[src/rtl/rv32_pkg.sv]
// rv32_pkg: shared encodings for the RV32I writeback stage
//   XLEN          datapath width
//   WB_SEL_*      result source select carried down from decode
//   LOAD_F3_*     funct3 codes of the RV32I load instructions
//   wb_state_t    writeback sequencer states
package rv32_pkg;

    localparam int XLEN = 32;

    localparam logic [1:0] WB_SEL_ALU  = 2'b00;
    localparam logic [1:0] WB_SEL_LOAD = 2'b01;
    localparam logic [1:0] WB_SEL_PC4  = 2'b10;
    localparam logic [1:0] WB_SEL_IMM  = 2'b11;

    localparam logic [2:0] LOAD_F3_LB  = 3'b000;
    localparam logic [2:0] LOAD_F3_LH  = 3'b001;
    localparam logic [2:0] LOAD_F3_LW  = 3'b010;
    localparam logic [2:0] LOAD_F3_LBU = 3'b100;
    localparam logic [2:0] LOAD_F3_LHU = 3'b101;

    typedef enum logic [1:0] {
        IDLE,
        WAIT_LOAD,
        WRITE
    } wb_state_t;

endpackage

[src/rtl/rv32_load_align.sv]
// rv32_load_align: extracts and extends load data from an aligned memory word
//   funct3    in   load type (LB/LH/LW/LBU/LHU)
//   offset    in   byte offset inside the word (address bits [1:0])
//   word      in   raw aligned word from data memory
//   data      out  extracted, sign- or zero-extended result
//   misalign  out  access not naturally aligned, or funct3 is not a load
module rv32_load_align
    import rv32_pkg::*;
#(
    parameter int XLEN = 32
) (
    input  logic [2:0]      funct3,
    input  logic [1:0]      offset,
    input  logic [XLEN-1:0] word,
    output logic [XLEN-1:0] data,
    output logic            misalign
);

    // Shifting the addressed byte down to bit 0 serves both byte and
    // halfword loads; a legal halfword only ever has offset 0 or 2.
    logic [15:0] low;

    assign low = 16'(word >> {offset, 3'b000});

    always_comb begin
        data     = '0;
        misalign = 1'b0;
        case (funct3)
            LOAD_F3_LB:  data = {{(XLEN-8){low[7]}}, low[7:0]};
            LOAD_F3_LBU: data = {{(XLEN-8){1'b0}}, low[7:0]};
            LOAD_F3_LH: begin
                data     = {{(XLEN-16){low[15]}}, low};
                misalign = offset[0];
            end
            LOAD_F3_LHU: begin
                data     = {{(XLEN-16){1'b0}}, low};
                misalign = offset[0];
            end
            LOAD_F3_LW: begin
                data     = word;
                misalign = |offset;
            end
            default: misalign = 1'b1;
        endcase
    end

endmodule

[src/rtl/rv32_writeback_unit.sv]
// rv32_writeback_unit: MEM/WB stage driving the RV32I register-file write port
//   clk, reset_n      clock (posedge) and asynchronous active-low reset
//   mem_valid/ready   handshake with the MEM stage (ready only when idle)
//   mem_rd            destination register
//   mem_reg_write     instruction writes rd
//   mem_wb_sel        result source: ALU / LOAD / PC+4 / IMM
//   mem_alu_result    ALU result, low two bits double as load byte offset
//   mem_pc_plus4      link value for JAL/JALR
//   mem_imm           U-immediate for LUI
//   mem_funct3        load type
//   dmem_rvalid/rdata data-memory read response
//   rf_reg_write      one-cycle write strobe to the register file
//   rf_rd             write address (held while strobe is low)
//   rf_write_data     write data (held while strobe is low)
//   load_err          one-cycle pulse on misaligned/illegal load or timeout
//   retire_cnt        count of completed instructions, wraps
// All file-facing outputs are registered so they are stable when the
// register file samples them on the falling edge.
module rv32_writeback_unit
    import rv32_pkg::*;
#(
    parameter int XLEN         = 32,
    parameter int LOAD_TIMEOUT = 16,
    parameter int CNT_W        = 32
) (
    input  logic             clk,
    input  logic             reset_n,
    input  logic             mem_valid,
    output logic             mem_ready,
    input  logic [4:0]       mem_rd,
    input  logic             mem_reg_write,
    input  logic [1:0]       mem_wb_sel,
    input  logic [XLEN-1:0]  mem_alu_result,
    input  logic [XLEN-1:0]  mem_pc_plus4,
    input  logic [XLEN-1:0]  mem_imm,
    input  logic [2:0]       mem_funct3,
    input  logic             dmem_rvalid,
    input  logic [XLEN-1:0]  dmem_rdata,
    output logic             rf_reg_write,
    output logic [4:0]       rf_rd,
    output logic [XLEN-1:0]  rf_write_data,
    output logic             load_err,
    output logic [CNT_W-1:0] retire_cnt
);

    localparam int TW = $clog2(LOAD_TIMEOUT + 1);

    wb_state_t state, state_next;

    logic [4:0]      q_rd;
    logic            q_reg_write;
    logic [2:0]      q_funct3;
    logic [1:0]      q_offset;
    logic [TW-1:0]   t_cnt;

    logic            accept, is_load, in_wait, rvalid_hit, timeout, bad_load;
    logic [2:0]      al_funct3;
    logic [1:0]      al_offset;
    logic [XLEN-1:0] al_data;
    logic            al_misalign;

    logic            strobe_d, err_d;
    logic [4:0]      rd_d;
    logic [XLEN-1:0] data_d;

    assign mem_ready  = state == IDLE;
    assign accept     = mem_valid && mem_ready;
    assign is_load    = mem_wb_sel == WB_SEL_LOAD;
    assign in_wait    = state == WAIT_LOAD;
    assign rvalid_hit = in_wait && dmem_rvalid;
    // A response arriving in the final wait cycle still completes the load.
    assign timeout    = in_wait && !dmem_rvalid && t_cnt == TW'(LOAD_TIMEOUT - 1);

    // One aligner serves both jobs: while idle it screens the incoming
    // instruction for a bad access, while waiting it formats the response.
    assign al_funct3 = mem_ready ? mem_funct3 : q_funct3;
    assign al_offset = mem_ready ? mem_alu_result[1:0] : q_offset;
    assign bad_load  = accept && is_load && al_misalign;

    rv32_load_align #(
        .XLEN(XLEN)
    ) u_align (
        .funct3   (al_funct3),
        .offset   (al_offset),
        .word     (dmem_rdata),
        .data     (al_data),
        .misalign (al_misalign)
    );

    always_ff @(posedge clk or negedge reset_n) begin
        if (!reset_n) state <= IDLE;
        else          state <= state_next;
    end

    // Faulty loads go straight to WRITE so they retire without a memory wait.
    always_comb begin
        state_next = state;
        case (state)
            IDLE:      if (accept) state_next = (is_load && !al_misalign) ? WAIT_LOAD : WRITE;
            WAIT_LOAD: if (dmem_rvalid || timeout) state_next = WRITE;
            WRITE:     state_next = IDLE;
            default:   state_next = IDLE;
        endcase
    end

    // Next values of the registered outputs; they become visible in WRITE.
    always_comb begin
        strobe_d = (accept && !is_load && mem_reg_write && mem_rd != '0)
                || (rvalid_hit && q_reg_write && q_rd != '0);
        err_d    = bad_load || timeout;
        rd_d     = rvalid_hit ? q_rd : mem_rd;
        data_d   = rvalid_hit                 ? al_data        :
                   mem_wb_sel == WB_SEL_ALU   ? mem_alu_result :
                   mem_wb_sel == WB_SEL_IMM   ? mem_imm        : mem_pc_plus4;
    end

    always_ff @(posedge clk or negedge reset_n) begin
        if (!reset_n) begin
            q_rd          <= '0;
            q_reg_write   <= 1'b0;
            q_funct3      <= '0;
            q_offset      <= '0;
            t_cnt         <= '0;
            rf_reg_write  <= 1'b0;
            rf_rd         <= '0;
            rf_write_data <= '0;
            load_err      <= 1'b0;
            retire_cnt    <= '0;
        end else begin
            if (accept) begin
                q_rd        <= mem_rd;
                q_reg_write <= mem_reg_write;
                q_funct3    <= mem_funct3;
                q_offset    <= mem_alu_result[1:0];
                t_cnt       <= '0;
            end else if (in_wait) begin
                t_cnt <= t_cnt + 1'b1;
            end
            rf_reg_write <= strobe_d;
            load_err     <= err_d;
            if (strobe_d) begin
                rf_rd         <= rd_d;
                rf_write_data <= data_d;
            end
            if (state == WRITE) retire_cnt <= retire_cnt + 1'b1;
        end
    end

endmodule
[config.mk]
export PLATFORM = sky130hd
export DESIGN_NAME = rv32_writeback_unit
export DESIGN_NICKNAME = d
export VERILOG_FILES = /design/src/rtl/rv32_pkg.sv /design/src/rtl/rv32_load_align.sv /design/src/rtl/rv32_writeback_unit.sv
export SDC_FILE = /design/constraint.sdc
export NUM_CORES = 1
export LEC_CHECK = 0
export CORE_ASPECT_RATIO = 0.5
export CORE_MARGIN = 10
export CORE_UTILIZATION = 38
export CTS_CLUSTER_DIAMETER = 200
export DETAILED_ROUTE_END_ITERATION = 16
export HOLD_SLACK_MARGIN = 0.1
export PLACE_DENSITY = 0.75
export RECOVER_POWER = 50
export SLEW_MARGIN = 0
export SYNTH_ARGS = -nofsm -noshare
export SYNTH_HDL_FRONTEND = slang
export SYNTH_HIERARCHICAL = 1
export SYNTH_SLANG_ARGS = --single-unit
[constraint.sdc]
create_clock -name clk -period 3.61 [get_ports clk]
set_input_delay 0.361 -clock clk [delete_from_list [all_inputs] [get_ports clk]]
set_output_delay 0.361 -clock clk [all_outputs]
set_load 0.1 [all_outputs]
Yosys cells after proc, flatten, opt, wreduce, memory -nomap -nowiden
Index checks and enable logic that the tools add are counted.
Widths: inputs -> output; s select.
Operators by class
  add/subtract/negate cells: 2
  equal/unequal tests: 11
  shift operators: 1
  multiplexer cells: 14
  reductions and logical operators: 28
Operators with widths (number)
  $pmux 32 s5: 1
  $mux 32: 3
  $add 32x1->32 const B: 1
  $shr 32x5->16: 1
  $mux 5: 3
  $logic_and 1x1->1: 12
  $reduce_bool 5->1: 2
  $mux 2: 4
  $eq 3x3->1 const B: 2
  $reduce_or 2->1: 3
  $add 5x1->5 const B: 1
  $eq 5x4->1 const B: 1
  $eq 2x1->1 const B: 2
  $eq 2x2->1 const B: 2
  $logic_not 2->1: 2
  $ne 2x1->1 const B: 2
  $pmux 2 s2: 1
  $eq 3x1->1 const B: 1
  $eq 3x2->1 const B: 1
  $logic_not 1->1: 3
  $logic_not 3->1: 1
  $logic_or 1x1->1: 3
  $mux 3: 1
  $pmux 1 s3: 1
  other kinds (2): 2
Word-level totals
  flip-flop bits (word level): 89
  input bits: 143
  output and inout port bits: 72
  word-level logic and storage cells: 67

Longest topological paths before layout
Gate-level depths: netlist (run 1).
  depth after elaboration: 10
  gate-level depth with buffers: 12
  depth with buffers taken out: 8

Modules after synthesis
Netlist (run 1), hierarchy kept.
Modules (own cells, without submodules)
  rv32_writeback_unit: times used 1, cells an instance 438, area an instance 5306.3 µm², seq. area each 2227.1 µm²
  rv32_load_align: times used 1, cells an instance 105, area an instance 706.9 µm², seq. area each 0.0 µm²

Worst setup path before layout (run 1)
OpenSTA, ideal clock, no wires.
  path type: register to register
  start: register state[1]
  end: register rf_write_data[16]
  library setup time: 0.126 ns
  arrival: 3.906 ns
  setup slack: -0.422 ns
  cell stages (with the launch flop): 13
  clock period less this slack: 4.032 ns
  cell sequence: dfrtp_1 buf_2 nor2_1 mux2_2 buf_2 and4bb_1 buf_6 a22oi_2 nand2_2 buf_6 a21o_1 mux2_2 mux2_4
Between the ends
  elaborated cells between the ends (all ways): 20
RTL lines
  start: declaration: line rv32_writeback_unit.sv:48  | wb_state_t state, state_next;
  start signal: assignment: line rv32_writeback_unit.sv:92  | else state <= state_next;
  $logic_not 2->1: line rv32_writeback_unit.sv:66  | assign mem_ready = state == IDLE;
  named net mem_ready: line rv32_writeback_unit.sv:29  | output logic mem_ready,
  $mux 2: line rv32_writeback_unit.sv:77  | assign al_offset = mem_ready ? mem_alu_result[1:0] : q_offset;
  named net al_offset[0]: line rv32_writeback_unit.sv:58  | logic [1:0] al_offset;
  $shr 32x5->16: line rv32_load_align.sv:23  | assign low = 16'(word >> {offset, 3'b000});
  $pmux 32 s5: line rv32_load_align.sv:28  | case (funct3)
  named net al_data[16]: line rv32_writeback_unit.sv:59  | logic [XLEN-1:0] al_data;
  $mux 32: line rv32_writeback_unit.sv:112  | data_d = rvalid_hit ? al_data :
  end signal: assignment: line rv32_writeback_unit.sv:143  | rf_write_data <= data_d;
  end: declaration: line rv32_writeback_unit.sv:41  | output logic [XLEN-1:0] rf_write_data,
The timed path passes the listed nets, and every way through them passes these cells.
A chain may end at the register's enable or synchronous reset.

Worst setup path in the final report (run 1)
  start: register state[1]
  end: register rf_write_data[19]
Between the ends
  elaborated cells between the ends (all ways): 20
RTL lines (line)
  $logic_not 2->1: rv32_writeback_unit.sv:66
  $mux 2: rv32_writeback_unit.sv:77
  named net al_offset[0]: rv32_writeback_unit.sv:58
  $shr 32x5->16: rv32_load_align.sv:23
  $pmux 32 s5: rv32_load_align.sv:28
  named net al_data[19]: rv32_writeback_unit.sv:59
  $mux 32: rv32_writeback_unit.sv:112
The timed path passes the listed nets, and every way through them passes these cells.

==> flow_metrics.tcl, run 1 <==
set metrics [dict create \
    fin_area_mm2 0.00858 \
    drc 0 \
    p_sw_mw 3.42 \
    port-buffer-count 214 \
    utilization 0.555 \
    grt_pass1_wl_um 29200 \
    worst_pin_slew_ns 2.12 \
    synth.net_count 689 \
    worstSetupStartpointType "flop" \
    cts.sinks 89 \
    synth_area_leaders "dfrtp_1, mux2i_1, mux2_2" \
    cp-end-kind "flop" \
    synthToLayoutAreaGrowth_pct 42.7 \
    hold_viol 0 \
    synthTopCellsByCount "mux2i_1, dfrtp_1, mux2_2" \
    gp_congestion 0.888 \
    cpMaxStageDelayCell "mux2_2" \
    start_util 0.389 \
    final-instance-count-excl-fill 950 \
    place_hpwl_um 14900 \
    ys_seq_elements 89 \
    cts_buffer_depth 2 \
    period_share 0.813 \
    max-slew-margin-rel -0.415 \
    seq_area_mm2 0.00223 \
    multi_input_area_mm2 0.00357 \
    total_power_mw 6.55 \
    drv_cap 1 \
    avgSynthCellArea_um2 11.1 \
    clk_latency_ns 0.35 \
    crit_path_cell_trace "nor2_2, mux2_2, and4bb_1, a22oi_2, nand2_2, a21o_1, mux2_2, mux2_4" \
    drt_wl_total_um 19100 \
    dieHeight_um 109 \
    finalSetupViolCount 0 \
    p_int_mw 3.13 \
    tns_ns 0 \
    status "finished with violations" \
    die_area_mm2 0.0216 \
    crit_type "flop to flop" \
    dpl-instance-area_mm2 0.00829 \
    holdBufCountCts 0 \
    critPathMostFrequentCell "mux2_2" \
    vias 5010 \
    rsz0062_at_grt "no" \
    placedCellCount 934 \
    core_area_mm2 0.0155 \
    wire_per_inst_um 20.1 \
    seq_area_frac_synth 0.370 \
    slowest_delay_ns 0.52 \
    num-nets-final 887 \
    netlist.area_leader.share 0.370 \
    clk_pin_slew_ns 0.07 \
    cts-buffers-inserted 9 \
    root_buffer "clkbuf_16" \
    grt_max_degree 84 \
    cts_tree "yes" \
    grt_use_total 0.171 \
    fin_skew_ns 0.0143 \
    place_ws_ns 0.691 \
    dieWidth_um 198 \
    io_pins 215 \
    cp_max_fo 17 \
    yosysWarnings 6 \
    p_seq_frac 0.235 \
    synth_async_sr_flop_share 1.00 \
    period_minus_slack_ns 2.94 \
    clock_power_share 0.153 \
    synthFlopType "dfrtp_1" \
    p_leak_nw 3.83 \
    drt-initial-drc-count 248 \
    antenna_found_initial 0 \
    violations "capacitance limit, slew limit" \
    switching_share 0.523 \
    rows 32 \
    netlist_area_mm2 0.00601 \
    drt-pass1-iter-count 5 \
    synth_cell_type_count 49 \
    hold_path_class "input pin to flop" \
    drive_gt1_frac 0.178 \
    vias_per_cell 5.27 \
    peakVddDrop_uv 792 \
    hold_depth 3 \
    power.density_mw_per_mm2 763 \
    yosysMostFrequentCell "mux2i_1" \
    power_frac_comb 0.612 \
    cts_resized 0 \
    fmax_mhz 341 \
    synth_edf_count 0 \
    hold_ws_ns 0.447 \
    grt_pass1_vias 5286 \
    drtAntennaViolNets 0 \
    crit_arrival_ns 3.16 \
    cts_setup_buffers 0 \
    n_antenna_cell 0 \
    cp.required_ns 3.84 \
    layout_setup_ws_ns 0.674 \
    syn_inst 543 \
    worstRegToRegCells 8 \
    overflow 0 \
    drv_slew 84 \
    synth_top_cell_by_area "dfrtp_1" \
    fill_cells 1352 \
    htreeDepth 3 \
]
## state kept, by name, indices dropped and copies added (netlist names)
register,count
retire_cnt,32
t_cnt,5
load_err,1
rf_reg_write,1
rf_write_data,32
rf_rd,5
q_rd,5
q_offset,2
state,2
q_funct3,3
q_reg_write,1
## final timing paths
path	startpoint	to	slack, ns
max	state[1]$_DFFE_PN0P_	rf_write_data[19]$_DFFE_PN0P_	0.67
min	mem_wb_sel[0]	load_err$_DFF_PN0_	0.45
max reg2reg	state[1]$_DFFE_PN0P_	rf_write_data[19]$_DFFE_PN0P_	0.67
min reg2reg	retire_cnt[31]$_DFFE_PN0N_	retire_cnt[31]$_DFFE_PN0N_	0.48
max in group asynchronous	reset_n	rf_write_data[18]$_DFFE_PN0P_	1.74
min in group asynchronous	reset_n	rf_rd[0]$_DFFE_PN0P_	0.64
## metal layers
layer | track usage | part of all wire | vias to the layer above
met5 | 0 | 0 | -
met4 | 0.0441 | 0.012 | 0
met3 | 0.0338 | 0.041 | 16
met2 | 0.313 | 0.53 | 131
met1 | 0.204 | 0.42 | 2487
li1 | - | - | 2376
## power by group through the flow
| stage | combinational, mW | sequential, mW | clock (mW) |
|---|---|---|---|
| 2_1_floorplan | 1.23 | 3.32 | 0 |
| 3_3_place_gp | 3.98 | 1.54 | 0 |
| 3_5_place_dp | 4.02 | 1.55 | 0 |
| 4_1_cts | 4.03 | 1.54 | 1.02 |
| 5_1_grt | 4.18 | 1.59 | 1.07 |
| 6_report | 4.01 | 1.54 | 1.00 |
## critical path, delay by kind of cell, from the launching register on
family | cells | cell delay [ns]
AO/OA/AOI/OAI | 2 | 0.43
multiplexers | 3 | 1.03
flip-flops | 1 | 0.46
AND/OR/NAND/NOR | 3 | 0.91
## placed cells by master (no fill, tap or decap), types with 3 or more instances in the layout
cell type          n
mux2_4            19
mux2_2            79
dfrtp_1           89
mux2i_1           97
ha_1               3
clkbuf_16          9
and3_1             6
xor2_1            11
inv_1              3
nor3_1             6
nand2_1           35
a22oi_1           14
xnor2_1           22
clkbuf_1           3
nor4_1             3
nor2b_1            4
buf_4              7
and4_1             7
nand2_2            3
nand4_1           11
inv_6              3
nand3_1           18
clkdlybuf4s50_1  210
a21o_1            19
and2_1             6
o21ai_0           13
nor2_1            13
## cells by family (layout without fill, tap and decap cells)
group / Yosys count / in the layout / share of synthesized area
AND/OR/NAND/NOR: 128 / 128 / 0.117
buffers and inverters: 39 / 242 / 0.0366
AO/OA/AOI/OAI: 56 / 56 / 0.0651
flip-flops: 89 / 89 / 0.370
adder cells (fa/ha/maj): 3 / 3 / 0.00624
multiplexers: 195 / 195 / 0.357
XOR/XNOR: 33 / 33 / 0.0481
## area by class of cell
class | count | area share
clock buffer | 9 | 0.0262
clock inverter | 7 | 0.0108
inverter | 3 | 0.00131
multi-input combinational | 415 | 0.416
sequential | 89 | 0.260
tap | 204 | 0.0297
timing repair buffer | 223 | 0.256
(Power assumes the default switching activity.)
==> run 2: changes to the inputs <==
==> constraint.sdc (replaced) <==
create_clock -name clk -period 3 [get_ports clk]
set_input_delay 0.3 -clock clk [delete_from_list [all_inputs] [get_ports clk]]
set_output_delay 0.3 -clock clk [all_outputs]
set_load 0.1 [all_outputs]
==> run 2 against run 1 <==
The run now ends clean. Combinational power increased by 12%. Flip-flop and latch count stayed put. Sequential share of layout area up 1.0 points. Cell count increased by 0.53%. Global-route usage fell by 0.49 points. Sequential power is 19% higher. Hold slack got worse by 0.010 ns. Non-clock buffer count grew 4. Routed wire length down 2.5%. Largest cell class unchanged. Cell area down 3.8%. Utilization down 2.1 points.
==> flow_metrics.tcl, run 2 (synthesized netlist as in run 1, its figures left out) <==
set metrics [dict create \
    status "completed" \
    path_depth 8 \
    power_frac_comb 0.603 \
    cts_buffer_depth 2 \
    gr-usage-met3 0.0344 \
    p_seq_frac 0.245 \
    drv_cap 0 \
    power.density_mw_per_mm2 907 \
    drtAntennaViolNets 0 \
    cts_tree "yes" \
    antenna_found_initial 1 \
    layout_common_cells "clkdlybuf4s50_1, mux2i_1, dfrtp_1" \
    gp_congestion 0.907 \
    met1_usage 0.197 \
    top_usage_layer "met2" \
    switching_share 0.552 \
    reg2reg_slack_ns 0.28 \
    wire_per_inst_um 19.5 \
    drt_wl_total_um 18600 \
    crit_arrival_ns 3.00 \
    min_from "mem_wb_sel[1]" \
    utilization 0.534 \
    worstRegToRegCells 8 \
    grt_pass1_wl_um 28600 \
    cp.buffers_inverters 0 \
    vias_per_cell 5.25 \
    layout_setup_ws_ns 0.284 \
    cp_max_fo 16 \
    regToRegStartpoint "state[0]$_DFFE_PN0P_" \
    vias 5015 \
    rows 32 \
    largest_registers "retire_cnt: 32 flops, rf_write_data: 32 flops" \
    clk_pin_slew_ns 0.07 \
    core_area_mm2 0.0155 \
    fin_skew_ns 0.0125 \
    cts-buffers-inserted 9 \
    hold_depth 4 \
    r2r_end "rf_write_data[12]$_DFFE_PN0P_" \
    drt-initial-drc-count 226 \
    clk_latency_ns 0.35 \
    dieHeight_um 109 \
    p_leak_nw 3.75 \
    hold_viol 0 \
    finalSetupViolCount 0 \
    cpMaxStageDelayCell "nor3b_1" \
    overflow 0 \
    synthToLayoutAreaGrowth_pct 37.2 \
    crit_path_cell_trace "nor2_4, mux2_2, nor3b_1, a21o_2, nand2_1, o211ai_1, mux2_2, mux2_2" \
    place_hpwl_um 14900 \
    io_pins 215 \
    grt_pass1_vias 5203 \
    cp.required_ns 3.28 \
    crit_start "state[0]$_DFFE_PN0P_" \
    crit_type "flop to flop" \
    dieWidth_um 198 \
    worstSetupStartpointType "flop" \
    cts_setup_buffers 0 \
    htreeDepth 3 \
    p_sw_mw 4.13 \
    place_ws_ns 0.255 \
    critPathMostFrequentCell "mux2_2" \
    cts.sinks 89 \
    period_minus_slack_ns 2.72 \
    max-slew-margin-rel 0.154 \
    final_common_cell "clkdlybuf4s50_1" \
    grtUsageMet2 0.305 \
    fill_cells 1417 \
    die_area_mm2 0.0216 \
    crit_family "simple AND/OR/NAND/NOR gates" \
    hold_path_class "input pin to flop" \
    crit_path_end "rf_write_data[12]$_DFFE_PN0P_" \
    port-buffer-count 214 \
    p_int_mw 3.36 \
    rsz0062_at_grt "no" \
    grt_use_total 0.167 \
    num-nets-final 891 \
    period_share 0.905 \
    grt_max_degree 50 \
    clock_power_share 0.152 \
    worst_pin_slew_ns 1.27 \
    fmax_mhz 368 \
    drv_slew 0 \
    drive_gt1_frac 0.204 \
    root_buffer "clkbuf_16" \
    slowest_delay_ns 0.77 \
    start_util 0.389 \
    placedCellCount 937 \
    drc 0 \
    cp-end-kind "flop" \
    drt-pass1-iter-count 5 \
    final-instance-count-excl-fill 955 \
    peakVddDrop_uv 745 \
]
[run 2: final cells by class]
| class | count | area (um2) | share of cell area |
|---|---|---|---|
| Sequential cell | 89 | 2230 | 0.270 |
| Inverter | 3 | 11.3 | 0.00136 |
| Antenna cell | 1 | 2.50 | 0.000303 |
| Tap cell | 204 | 255 | 0.0309 |
| Multi-Input combinational cell | 415 | 3600 | 0.436 |
| Timing Repair Buffer | 227 | 1860 | 0.225 |
| Clock inverter | 7 | 76.3 | 0.00925 |
| Clock buffer | 9 | 225 | 0.0273 |
[run 2: worst min-delay path: stages]
cell and delay [ns]:
buf_2 0.08, nand2b_1 0.14, nor4_1 0.08, nor3_1 0.13
[run 2: how the worst min path moves through the flow]
stage,end
final,state[1]$_DFFE_PN0P_
after global placement,rf_rd[1]$_DFFE_PN0P_
after CTS,state[1]$_DFFE_PN0P_
after global routing,state[0]$_DFFE_PN0P_
after floorplan,load_err$_DFF_PN0_
after detailed placement,retire_cnt[0]$_DFFE_PN0N_
[run 2: routing by layer]
layer / share of wire / up-vias
li1: - / 2395
met1: 0.41 / 2480
met2: 0.53 / 128
met3: 0.046 / 12
met4: 0.0099 / 0
met5: 0 / -
[run 2: through the flow]
stage	instance area, um2	hold WS, ns	power, mW	TNS [ns]
finish	8250	0.437	7.49	0
global route	8250	0.483	7.81	0
global placement	8170	0.379	6.57	0
detailed placement	8170	0.387	6.64	0
floorplan	6050	0.00441	5.51	-0.0314
CTS	8480	0.422	7.80	0
[run 2: timing repair]
item,in CTS,in global routing
hold buffers,1,0
endpoints found under the setup margin,0,0
resized for setup,0,0
hold endpoints to repair,47,0
[run 2: power by group through the flow]
stage / registers [mW] / clock network, mW / logic [mW]
after global routing: 1.89 / 1.21 / 4.71
after detailed placement: 1.86 / 0 / 4.78
final: 1.84 / 1.14 / 4.51
after CTS: 1.85 / 1.16 / 4.79
after global placement: 1.84 / 0 / 4.72
after floorplan: 3.99 / 0 / 1.51
